File: config.mk
export PLATFORM = sky130hd
export DESIGN_NAME = alu_sched
export DESIGN_NICKNAME = d
export VERILOG_FILES = /design/src/rtl/alu_pkg.sv /design/src/rtl/alu.sv /design/src/rtl/seq_mul.sv /design/src/rtl/alu_sched.sv
export SDC_FILE = /design/constraint.sdc
export NUM_CORES = 1
export LEC_CHECK = 0
export BUFFER_PORTS_ARGS = -buffer_cell sky130_fd_sc_hd__buf_2
export CAP_MARGIN = 20
export CELL_PAD_IN_SITES_DETAIL_PLACEMENT = 1
export CELL_PAD_IN_SITES_GLOBAL_PLACEMENT = 1
export CORE_AREA = 5 5 129 143
export DETAILED_ROUTE_END_ITERATION = 8
export DIE_AREA = 0 0 134 148
export HOLD_SLACK_MARGIN = 0.1
export PLACE_DENSITY_LB_ADDON = 0.1
export SLEW_MARGIN = 20
export SYNTH_ARGS = -nofsm -noshare
export SYNTH_HDL_FRONTEND = slang
export SYNTH_SLANG_ARGS = --single-unit
File: constraint.sdc
create_clock -name clk -period 3.3 [get_ports clk]
set_input_delay 0.66 -clock clk [delete_from_list [all_inputs] [get_ports clk]]
set_output_delay 0.66 -clock clk [all_outputs]
set_load 0.02 [all_outputs]
File: src/rtl/alu_pkg.sv
// alu_pkg: opcodes, scheduler states and shared constants for alu_sched.
package alu_pkg;
  typedef enum logic [3:0] {
    OP_ADD, OP_SUB, OP_AND, OP_OR, OP_XOR, OP_SLL, OP_SRL, OP_SRA, OP_MUL
  } op_e;
  typedef enum logic [1:0] {IDLE, EXEC, MUL, RESP} state_e;
  localparam int REQ_CNT = 2;
  function automatic logic is_rsvd(input logic [3:0] op);
    return op > OP_MUL;
  endfunction
endpackage

File: src/rtl/alu.sv
// alu: shared single-cycle N-bit datapath; flg is the zero flag of y.
module alu
  import alu_pkg::*;
#(
  parameter int N = 8
) (
  input  logic [3:0]   op,
  input  logic [N-1:0] a,
  input  logic [N-1:0] b,
  output logic [N-1:0] y,
  output logic         flg
);
  localparam int SW = $clog2(N);
  logic [SW-1:0] sh;
  assign sh = b[SW-1:0];
  always_comb begin
    case (op)
      OP_ADD:  y = a + b;
      OP_SUB:  y = a - b;
      OP_AND:  y = a & b;
      OP_OR:   y = a | b;
      OP_XOR:  y = a ^ b;
      OP_SLL:  y = a << sh;
      OP_SRL:  y = a >> sh;
      OP_SRA:  y = $signed(a) >>> sh;
      default: y = '0;
    endcase
  end
  assign flg = y == '0;
endmodule

File: src/rtl/seq_mul.sv
// seq_mul: iterative unsigned shift-add multiplier, one step per cycle, N steps per start.
module seq_mul #(
  parameter int N = 8
) (
  input  logic           clk,
  input  logic           rst,
  input  logic           start,
  input  logic [N-1:0]   a,
  input  logic [N-1:0]   b,
  output logic           done,
  output logic [2*N-1:0] prod
);
  localparam int CW = $clog2(N + 1);
  logic [2*N-1:0] p;
  logic [N-1:0]   mc;
  logic [CW-1:0]  cnt;
  logic [N:0]     sum;
  // prod is the value after the current step, so it is final in the cycle done is high
  assign sum  = {1'b0, p[2*N-1:N]} + (p[0] ? {1'b0, mc} : '0);
  assign prod = {sum, p[N-1:1]};
  assign done = cnt == CW'(1);
  always_ff @(posedge clk) begin
    if (rst) begin
      p   <= '0;
      mc  <= '0;
      cnt <= '0;
    end else if (start) begin
      p   <= {{N{1'b0}}, b};
      mc  <= a;
      cnt <= CW'(N);
    end else if (cnt != '0) begin
      p   <= prod;
      cnt <= cnt - 1'b1;
    end
  end
endmodule

File: src/rtl/alu_sched.sv
// alu_sched: round-robin two-requester front end for alu plus seq_mul.
// ALU_SCHED_PERF_EN adds saturating per-requester handshake counters.
module alu_sched
  import alu_pkg::*;
#(
  parameter int N = 8
) (
  input  logic         clk,
  input  logic         rst,
  input  logic         req0_valid,
  output logic         req0_ready,
  input  logic [3:0]   req0_op,
  input  logic [N-1:0] req0_a,
  input  logic [N-1:0] req0_b,
  input  logic         req1_valid,
  output logic         req1_ready,
  input  logic [3:0]   req1_op,
  input  logic [N-1:0] req1_a,
  input  logic [N-1:0] req1_b,
  output logic         rsp0_valid,
  output logic         rsp1_valid,
  output logic [N-1:0] rsp_y,
  output logic [N-1:0] rsp_hi,
  output logic         rsp_flg
`ifdef ALU_SCHED_PERF_EN
  ,
  output logic [15:0]  perf_ops0,
  output logic [15:0]  perf_ops1
`endif
);
  state_e             state;
  logic               rr, id, hs, alu_flg, mul_done;
  logic [REQ_CNT-1:0] grant;
  logic [3:0]         op, nop;
  logic [N-1:0]       a, b, na, nb, alu_y;
  logic [2*N-1:0]     prod;
  // rr names the last winner; on contention the other requester is granted
  assign grant[0]   = state == IDLE && req0_valid && (!req1_valid || rr);
  assign grant[1]   = state == IDLE && req1_valid && (!req0_valid || !rr);
  assign req0_ready = grant[0];
  assign req1_ready = grant[1];
  assign hs  = |grant;
  assign nop = grant[1] ? req1_op : req0_op;
  assign na  = grant[1] ? req1_a : req0_a;
  assign nb  = grant[1] ? req1_b : req0_b;
  alu #(.N(N)) u_alu (
    .op (op),
    .a  (a),
    .b  (b),
    .y  (alu_y),
    .flg(alu_flg)
  );
  // multiplier loads straight from the request so its N steps fill MUL exactly
  seq_mul #(.N(N)) u_mul (
    .clk  (clk),
    .rst  (rst),
    .start(hs && nop == OP_MUL),
    .a    (na),
    .b    (nb),
    .done (mul_done),
    .prod (prod)
  );
  always_ff @(posedge clk) begin
    if (rst) begin
      state      <= IDLE;
      rr         <= 1'b1;
      id         <= 1'b0;
      op         <= '0;
      a          <= '0;
      b          <= '0;
      rsp0_valid <= 1'b0;
      rsp1_valid <= 1'b0;
      rsp_y      <= '0;
      rsp_hi     <= '0;
      rsp_flg    <= 1'b0;
    end else begin
      case (state)
        IDLE: if (hs) begin
          op    <= nop;
          a     <= na;
          b     <= nb;
          id    <= grant[1];
          rr    <= grant[1];
          state <= nop == OP_MUL ? MUL : EXEC;
        end
        EXEC: begin
          rsp_y      <= is_rsvd(op) ? '0 : alu_y;
          rsp_flg    <= !is_rsvd(op) && alu_flg;
          rsp_hi     <= '0;
          rsp0_valid <= !id;
          rsp1_valid <= id;
          state      <= RESP;
        end
        MUL: if (mul_done) begin
          rsp_y      <= prod[N-1:0];
          rsp_hi     <= prod[2*N-1:N];
          rsp_flg    <= |prod[2*N-1:N];
          rsp0_valid <= !id;
          rsp1_valid <= id;
          state      <= RESP;
        end
        RESP: begin
          rsp0_valid <= 1'b0;
          rsp1_valid <= 1'b0;
          state      <= IDLE;
        end
        default: state <= IDLE;
      endcase
    end
  end
`ifdef ALU_SCHED_PERF_EN
  always_ff @(posedge clk) begin
    if (rst) begin
      perf_ops0 <= '0;
      perf_ops1 <= '0;
    end else begin
      if (grant[0] && perf_ops0 != '1) perf_ops0 <= perf_ops0 + 1'b1;
      if (grant[1] && perf_ops1 != '1) perf_ops1 <= perf_ops1 + 1'b1;
    end
  end
`endif
endmodule

* Word-level counts from Yosys, hierarchy flattened
Index checks and enable logic that the tools add are counted.
** Cells by class
- Add/sub/neg operators :: 4
- Multipliers :: 0
- Div/mod/pow operators :: 0
- Order comparisons :: 1
- Eq/ne operators :: 14
- Shift-type cells :: 3
- Mux-type cells :: 24
- Bitwise logic cells :: 3
- Reduce and logical (&&, ||, !) cells :: 27
** Operators by type and width (count)
- 2-to-1 mux 8 bit :: 8
- case mux 8 bit (8 select lines) :: 1
- case mux 8 bit (2 select lines) :: 2
- == test 4 x 3 -> 1 bit (second input constant) :: 4
- 2-to-1 mux 4 bit :: 3
- adder 8 x 8 -> 9 bit :: 1
- adder 8 bit :: 1
- AND 8 bit :: 1
- == test 4 x 1 -> 1 bit (second input constant) :: 2
- == test 4 x 2 -> 1 bit (second input constant) :: 2
- logical NOT 8 bit :: 1
- bitwise OR 8 bit :: 1
- case mux 2 bit (4 select lines) :: 1
- AND reduction 2 bit :: 4
- OR reduction 8 bit :: 1
- << shifter 8 x 3 -> 8 bit :: 1
- >> shifter 8 x 3 -> 8 bit :: 1
- >>> shifter 8 x 3 -> 8 bit :: 1
- subtractor 8 bit :: 1
- XOR 8 bit :: 1
- logical AND 1 bit :: 6
- 2-to-1 mux 2 bit :: 3
- case mux 1 bit (3 select lines) :: 2
- logical NOT 1 bit :: 5
- 15 further kinds :: 22
** Word-level totals
- Register bits :: 71
- Latch bits :: 0
- RAM bits :: 0
- Memory bits (read-only) :: 0
- Memories :: 0

* Longest topological paths before layout
Gate-level depths: netlist of the first run.
- Depth after elaboration :: 8
- Gate-level depth with buffers :: 14
- Mapped depth without buffers :: 12

* By module
From an unflattened synthesis of the first run, not the netlist that was laid out.
** Unflattened totals
- Cell total of the unflattened synthesis :: 657
- Area, all modules :: 5430.2 um^2
** Modules (own cells, without submodules)
- alu_sched :: times used 1, cells each 233, area each 2124.5 um^2, sequential area each 860.8 um^2
- alu :: times used 1, cells each 238, area each 1699.1 um^2, sequential area each 0.0 um^2
- seq_mul :: times used 1, cells each 186, area each 1606.5 um^2, sequential area each 560.5 um^2

* Worst setup path before layout of the first run
Ideal clock, no wire load.
- Path kind :: register to register
- From :: register b[1]
- To :: register rsp_flg
- Library setup time :: 120 ps
- Data arrival time :: 2914 ps
- Data required time :: 3180 ps
- Setup slack :: 267 ps
- Cell stages (with the launch flop) :: 15
- Buffers on the path :: 2
- Period minus slack after synthesis :: 3033 ps
- Path through :: dfxtp_1 > buf_2 > buf_2 > inv_1 > ha_1 > a31oi_1 > xnor2_1 > ha_1 > and2_1 > a22o_1 > a311oi_1 > xor2_1 > o211ai_1 > nor4_2 > a211o_1
** Between the ends
- Cells in the longest elaborated chain, start to end :: 5
- Elaborated cells between the ends (all ways) :: 12
- Classes of those cells :: add/sub: 2; shift: 3; mux: 2; bitwise: 3; reduce/logical: 2
** Ends and longest elaborated chain
- from (decl) :: line alu_sched.sv:35 : logic [N-1:0] a, b, na, nb, alu_y;
- from (signal assigned) :: line alu_sched.sv:81 : b <= nb;
- subtractor 8 bit (tied with other cells) :: line alu.sv:19 : OP_SUB: y = a - b;
- case mux 8 bit (8 select lines) * :: line alu.sv:17 : case (op)
- logical NOT 8 bit * :: line alu.sv:29 : assign flg = y == '0;
- logical AND 1 bit * :: line alu_sched.sv:88 : rsp_flg <= !is_rsvd(op) && alu_flg;
- case mux 1 bit (2 select lines) * :: line alu_sched.sv:77 : case (state)
- to (signal assigned) :: line alu_sched.sv:88
- to (signal assigned) :: line alu_sched.sv:97 : rsp_flg <= |prod[2*N-1:N];
- to (decl) :: line alu_sched.sv:24 : output logic rsp_flg
Every way passes the cells marked *; elsewhere a longest branch is shown, timed or not.
A chain may end at the register's enable or synchronous reset.

* Worst setup path in the final report of the first run
- From :: register b[0]
- To :: register rsp_flg
Same word-level chain as after synthesis.

==> flow_metrics.py, run 1 <==
metrics = {
    "outcome": {
        "outcome": "finished, final reports clean",
    },
    "synth": {
        "synth_top_cell_by_area": "dfxtp_1",
        "syn_area_um2": 5090,
        "synth_ff_type": "dfxtp_1",
        "yosysSeqAreaShare_pct": 27.9,
        "yosys-top-cells-area": "dfxtp_1 (28%), ha_1 (9.8%), nor2_1 (6.5%)",
        "synth_edf_count": 0,
        "synth_top_cell_area_share_pct": 27.9,
        "avgSynthCellArea_um2": 8.39,
        "async_flop_share_pct": 0,
        "yosysMostFrequentCell": "nor2_1",
        "syn_inst": 607,
        "netlist_top_cells_count": "nor2_1 (88), dfxtp_1 (71), a21oi_1 (43)",
        "synth_nets": 693,
        "synth_cell_type_count": 71,
        "ys_warn_count": 0,
        "ys_seq_elements": 71,
    },
    "placed_design": {
        "place.gp.congestion": 0.914,
        "port_buffers": 64,
        "dp_hpwl_um": 13600,
        "placed_cell_area_um2": 5700,
        "dp_cells": 865,
    },
    "power": {
        "switching_share_pct": 46.1,
        "pwr-share-clk_pct": 18.5,
        "p_switching_mw": 2.67,
        "p_seq_share_pct": 23.2,
        "peakVddDrop_uv": 452,
        "p_int_mw": 3.12,
        "total_power_mw": 5.78,
        "power_density_nw_per_um2": 960,
        "p_comb_share_pct": 58.3,
        "p_leak_nw": 2.50,
    },
    "setup_path": {
        "cp_slowest_cell": "dfxtp_1",
        "crit_top_cell": "ha_1",
        "crit_type": "reg2reg",
        "cp.arrival_ns": 3.22,
        "path_cells": "inv_1, ha_1, a31oi_1, xnor2_1, ha_1, and2_1, a22o_1, a311oi_1, xor2_1, o211ai_1, nor4_2, a211o_1",
        "r2r_cells": 12,
        "startpoint_type": "flop",
        "cp_data_required_time_ns": 3.52,
        "rrSetupSlack_ns": 0.31,
        "r2r_end": "rsp_flg",
        "crit_fanout": 5,
        "r2r-start": "b[0]",
        "cp_slowest_stage_delay_ns": 0.33,
        "worstSetupEndpointType": "flop",
    },
    "layout": {
        "layout.nets": 754,
        "stdcell_area_um2": 6020,
        "final_core_util_pct": 35.8,
        "n_antenna_cell": 0,
        "area_growth_pct": 18.3,
        "layout-drive-gt1-share_pct": 18.4,
        "layout.cells.non_filler": 881,
    },
    "clock_network": {
        "clock_sinks": 71,
        "cts_resized": 0,
        "numCtsBuffers": 9,
        "cts_root_buffer": "clkbuf_16",
        "htreeDepth": 3,
        "cts_tree": "done",
        "cts_hold_buf": 0,
        "clk_pin_slew_ns": 0.06,
        "clkLatencyLatePin_ns": 0.34,
        "cts_buffer_depth": 2,
        "cts_setup_buffers": 0,
    },
    "min_path": {
        "min_path_type": "reg2reg",
        "min_path_cells": 2,
        "hold-path-endpoint": "rsp_hi[0]",
        "holdCritStartpoint": "rsp_hi[0]",
    },
    "sta": {
        "clock_skew_ns": 0.00806,
        "final.setup.tns_ns": 0,
        "layout_min_cycle_time_ns": 2.99,
        "max_freq_ghz": 0.334,
        "slew_viol_final": 0,
        "worstMarginPinSlew_ns": 0.876,
        "setup_viol": 0,
        "hold_viol_final": 0,
        "rsz0062_at_grt": "no",
        "slew_headroom_pct": 40.8,
        "post-route-period-util_pct": 90.7,
    },
    "flow_run": {
        "drv_cap": 0,
    },
    "global_routing": {
        "grt_pass1_wl_um": 27700,
        "grt_max_degree": 43,
        "grt_usage_pct": 18.0,
        "grt-ovfl-total": 0,
        "antenna_found_initial": 0,
        "grt_pass1_vias": 4985,
    },
    "detailed_routing": {
        "drt-total-wl_um": 17500,
        "drc": 0,
        "drt-pass1-iter-count": 4,
        "routedWlPerCell_um": 19.9,
        "ant_nets": 0,
        "routed_via_density": 5.43,
        "drt-initial-drc-count": 218,
        "route.vias.total": 4786,
    },
    "floorplan": {
        "die_w_um": 134,
        "dieArea_um2": 19800,
        "die_height_um": 148,
        "start_util_pct": 30.3,
        "core_region_area_um2": 16800,
        "core.rowCount": 50,
        "ioPinCount": 65,
    },
}
-- critical path, delay by kind of cell (launching register included) --
kind | cells | cell delay (ns)
simple gates | 2 | 0.28
flops | 1 | 0.33
fa+ha+maj | 2 | 0.55
compound gates | 5 | 1.35
xor+xnor | 2 | 0.26
buf+inv | 1 | 0.11
-- flip-flops by register name, summed over array words and instances, names as in the netlist --
register	flops
a	8
b	8
id	1
op	4
rr	1
rsp0_valid	1
rsp1_valid	1
rsp_flg	1
rsp_hi	8
rsp_y	8
state	2
u_mul.cnt	4
u_mul.mc	8
u_mul.p	16
-- per-stage QoR --
step,worst slack [ns],hold WS [ns]
2_1_floorplan,0.267,0.436
4_1_cts,0.273,0.451
3_3_place_gp,0.424,0.438
3_5_place_dp,0.297,0.444
5_1_grt,0.126,0.465
6_report,0.306,0.446
-- placed cells by master (no fill, tap or decap), types with 8 or more instances in the layout --
cell type  netlist  final
and2_1          13     13
a2bb2oi_1        8      8
mux2i_1         31     31
xnor2_1         13     13
clkbuf_16        0      9
nor2_1          88     88
nor3_1          10     10
a21oi_1         43     43
nand2b_1        11     11
o21ai_0         14     14
nand2_1         40     40
a211oi_1        36     36
inv_1           28     28
buf_2           11     64
dfxtp_1         71     71
o211ai_1         8      8
ha_1            40     40
buf_4            0     23
-- power groups by stage --
stage          sequential (mW)  combinational, mW  clock (mW)
2_1_floorplan             1.33               2.37           0
4_1_cts                   1.35               3.41        1.09
3_3_place_gp              1.35               3.35           0
3_5_place_dp              1.36               3.39           0
6_report                  1.34               3.37        1.07
5_1_grt                   1.38               3.75        1.12
-- per-layer routing --
layer,share of wire [%],global-route usage [%]
met1,43,21.2
met2,52,33.1
met3,2.0,2.48
met4,2.7,6.38
met5,0,0
-- logic make-up (layout without fill, tap and decap cells) --
logic type      Yosys count  count (layout)  share of synthesized area [%]
compound gates          157             157                           21.6
buf+inv                  67             133                           5.38
fa+ha+maj                42              42                           10.6
xor+xnor                 17              17                           2.92
mux                      42              42                           10.4
simple gates            211             211                           21.2
flops                    71              71                           27.9
-- cell type report --
| type | instances | area [µm²] |
|---|---|---|
| Clock buffer | 11 | 243 |
| Clock inverter | 5 | 81.3 |
| Fill cell | 2001 | 10800 |
| Inverter | 29 | 109 |
| Multi-Input combinational cell | 469 | 3400 |
| Sequential cell | 71 | 1420 |
| Tap cell | 208 | 260 |
| Timing Repair Buffer | 88 | 513 |
-- worst max-delay path by stage --
stage / start / to / slack (ns) / cells after the start
2_1_floorplan: b[1] / rsp_flg / 0.27 / 14
3_3_place_gp: op[1] / rsp_flg / 0.42 / 12
4_1_cts: b[0] / rsp_flg / 0.27 / 12
6_report: b[0] / rsp_flg / 0.31 / 12
5_1_grt: b[0] / rsp_flg / 0.13 / 12
3_5_place_dp: b[0] / rsp_flg / 0.30 / 12
(Power assumes the default switching activity.)
==> run 2: changes to the inputs <==
Settings changed: ABC_AREA set to 1, CORE_AREA 5 5 129 143 to 5 5 128 143, DIE_AREA 0 0 134 148 to 0 0 133 148.
==> flow_metrics.py, run 2 <==
metrics = {
    "power": {
        "p_leak_nw": 3.01,
        "switching_share_pct": 49.5,
        "p_switching_mw": 2.88,
        "total_power_mw": 5.81,
        "p_comb_share_pct": 56.8,
        "p_int_mw": 2.93,
        "pwr-share-clk_pct": 19.6,
        "power_density_nw_per_um2": 975,
        "peakVddDrop_uv": 504,
        "p_seq_share_pct": 23.5,
    },
    "detailed_routing": {
        "ant_nets": 0,
        "routed_via_density": 5.05,
        "wl_met3_um": 506,
        "top_layer": "met4",
        "routedWlPerCell_um": 17.2,
        "m1WireLength_um": 8090,
        "route.vias.total": 5212,
        "drc": 0,
        "wl_met2_um": 8730,
        "drt-total-wl_um": 17800,
        "drt-pass1-iter-count": 5,
        "drt-initial-drc-count": 200,
    },
    "layout": {
        "fillCellCount": 2167,
        "layout_common_cells": "nand2_1 (204), inv_1 (92), nand3_1 (71), dfxtp_1 (71), buf_2 (64)",
        "seq_area_um2": 1420,
        "final_common_cell": "nand2_1",
        "layout.cells.non_filler": 1032,
        "top_register": "u_mul.p",
        "n_antenna_cell": 0,
        "final_core_util_pct": 35.7,
        "layout-drive-gt1-share_pct": 13.7,
        "largest_register_ffs": 16,
        "multi_input_area_um2": 3140,
        "layout.nets": 905,
        "area_growth_pct": 17.5,
    },
    "setup_path": {
        "worstSetupEndpointType": "flop",
        "crit_type": "reg2reg",
        "crit_fanout": 12,
        "cp_data_required_time_ns": 3.57,
        "cp.arrival_ns": 3.18,
        "startpoint_type": "flop",
    },
    "synth": {
        "synth_edf_count": 0,
        "netlist_top_cells_count": "nand2_1 (204), inv_1 (92), dfxtp_1 (71), nand3_1 (71), a21oi_1 (55)",
        "async_flop_share_pct": 0,
        "synth_nets": 846,
        "synth_top_cell_by_area": "dfxtp_1",
        "syn_area_um2": 5070,
        "synth_top_cell_area_share_pct": 28.0,
        "synth_cell_type_count": 44,
        "avgSynthCellArea_um2": 6.67,
        "ys_seq_elements": 71,
        "yosysMostFrequentCell": "nand2_1",
        "syn_inst": 760,
        "synth_ff_type": "dfxtp_1",
        "yosys-top-cells-area": "dfxtp_1 (28%), nand2_1 (15%), ha_1 (9.9%)",
        "yosysSeqAreaShare_pct": 28.0,
        "ys_warn_count": 0,
    },
    "sta": {
        "clock_skew_ns": 0.0121,
        "whs_ns": 0.461,
        "final.setup.tns_ns": 0,
        "setup_viol": 0,
        "slew_viol_final": 0,
        "layout_min_cycle_time_ns": 2.91,
        "hold_viol_final": 0,
        "worstMarginPinSlew_ns": 0.811,
        "post-route-period-util_pct": 88.3,
        "slew_headroom_pct": 45.3,
        "max_freq_ghz": 0.343,
        "rsz0062_at_grt": "no",
    },
    "clock_network": {
        "cts_root_buffer": "clkbuf_16",
        "cts_setup_buffers": 0,
        "clock_sinks": 71,
        "clkLatencyLatePin_ns": 0.34,
        "numCtsBuffers": 9,
        "htreeDepth": 3,
        "cts_hold_buf": 0,
        "clk_pin_slew_ns": 0.06,
        "cts_resized": 0,
        "cts_tree": "done",
        "cts_buffer_depth": 2,
    },
    "floorplan": {
        "die_w_um": 133,
        "dieArea_um2": 19700,
        "core.rowCount": 50,
        "die_height_um": 148,
        "start_util_pct": 30.4,
        "ioPinCount": 65,
        "core_region_area_um2": 16700,
    },
    "placed_design": {
        "place.gp.congestion": 0.906,
        "port_buffers": 64,
        "dp_hpwl_um": 14500,
        "dp_cells": 1016,
    },
    "global_routing": {
        "grt_usage_pct": 18.5,
        "grt_pass1_vias": 5496,
        "antenna_found_initial": 0,
        "grt_max_degree": 30,
        "grt-ovfl-total": 0,
        "grt_pass1_wl_um": 29100,
    },
    "flow_run": {
        "drv_cap": 0,
    },
    "min_path": {
        "min_path_type": "reg2reg",
    },
    "outcome": {
        "outcome": "finished, final reports clean",
    },
}
## run 2: cell types whose count changed after synthesis, sizes merged, moves of 13 or more
cell / change
nand3: +69
inv: +70
nand2: +167
a211oi: -35
o21ai: +23
o211ai: +13
mux2i: -23
nor2: -46
## run 2: path summary, 6_finish.rpt
kind         cells past startpoint  slack (ns)        end      start
min                              2        0.46  rsp_hi[5]  rsp_hi[5]
max reg2reg                     15        0.39   rsp_y[6]       b[0]
min reg2reg                      2        0.46  rsp_hi[5]  rsp_hi[5]
max                             15        0.39   rsp_y[6]       b[0]
## run 2: critical path: stages (launching register included)
cell	delay, ns
dfxtp_1	0.55
inv_2	0.19
ha_1	0.23
inv_1	0.07
nor3_1	0.05
inv_1	0.09
nand2_1	0.07
xor2_1	0.15
ha_1	0.40
nand2_1	0.11
or2_2	0.32
nand3_1	0.09
nand2_1	0.07
a21oi_1	0.20
o21ai_0	0.12
a21oi_1	0.15
## run 2: final cells by class
cell class                      count  area share (%)
Clock buffer                        9            3.78
Clock inverter                      7            2.04
Inverter                          100            6.30
Multi-Input combinational cell    560            52.7
Sequential cell                    71            23.8
Tap cell                          208            4.37
Timing Repair Buffer               77            7.01
## run 2: cells by family (layout without fill, tap and decap cells)
| logic type | after synthesis | count (layout) | share of synthesized area (%) |
|---|---|---|---|
| AND/OR/NAND/NOR | 350 | 350 | 29.7 |
| AO/OA/AOI/OAI | 147 | 147 | 17.7 |
| buffers and inverters | 129 | 193 | 10.1 |
| flip-flops | 71 | 71 | 28.0 |
| adder cells (fa/ha/maj) | 42 | 42 | 10.7 |
| XOR/XNOR | 12 | 12 | 2.07 |
| multiplexers | 9 | 9 | 1.78 |
## run 2: power groups by stage
stage          Combinational [mW]  Sequential, mW  Clock [mW]
5_1_grt                      3.77            1.40        1.22
3_5_place_dp                 3.31            1.38           0
2_1_floorplan                2.36            1.31           0
3_3_place_gp                 3.21            1.38           0
6_report                     3.30            1.37        1.14
4_1_cts                      3.34            1.37        1.17
## run 2: per-layer routing
layer / track usage [%] / vias to the layer above
met3: 2.28 / 25
met4: 7.17 / 0
li1: - / 2628
met1: 23.5 / 2466
met5: 0 / -
met2: 32.1 / 93
## run 2: through the flow
stage	worst slack, ns	instance area, µm²
global route	0.107	5960
global placement	0.492	5610
floorplan	0.599	5070
detailed placement	0.396	5610
CTS	0.389	5960
finish	0.386	5960
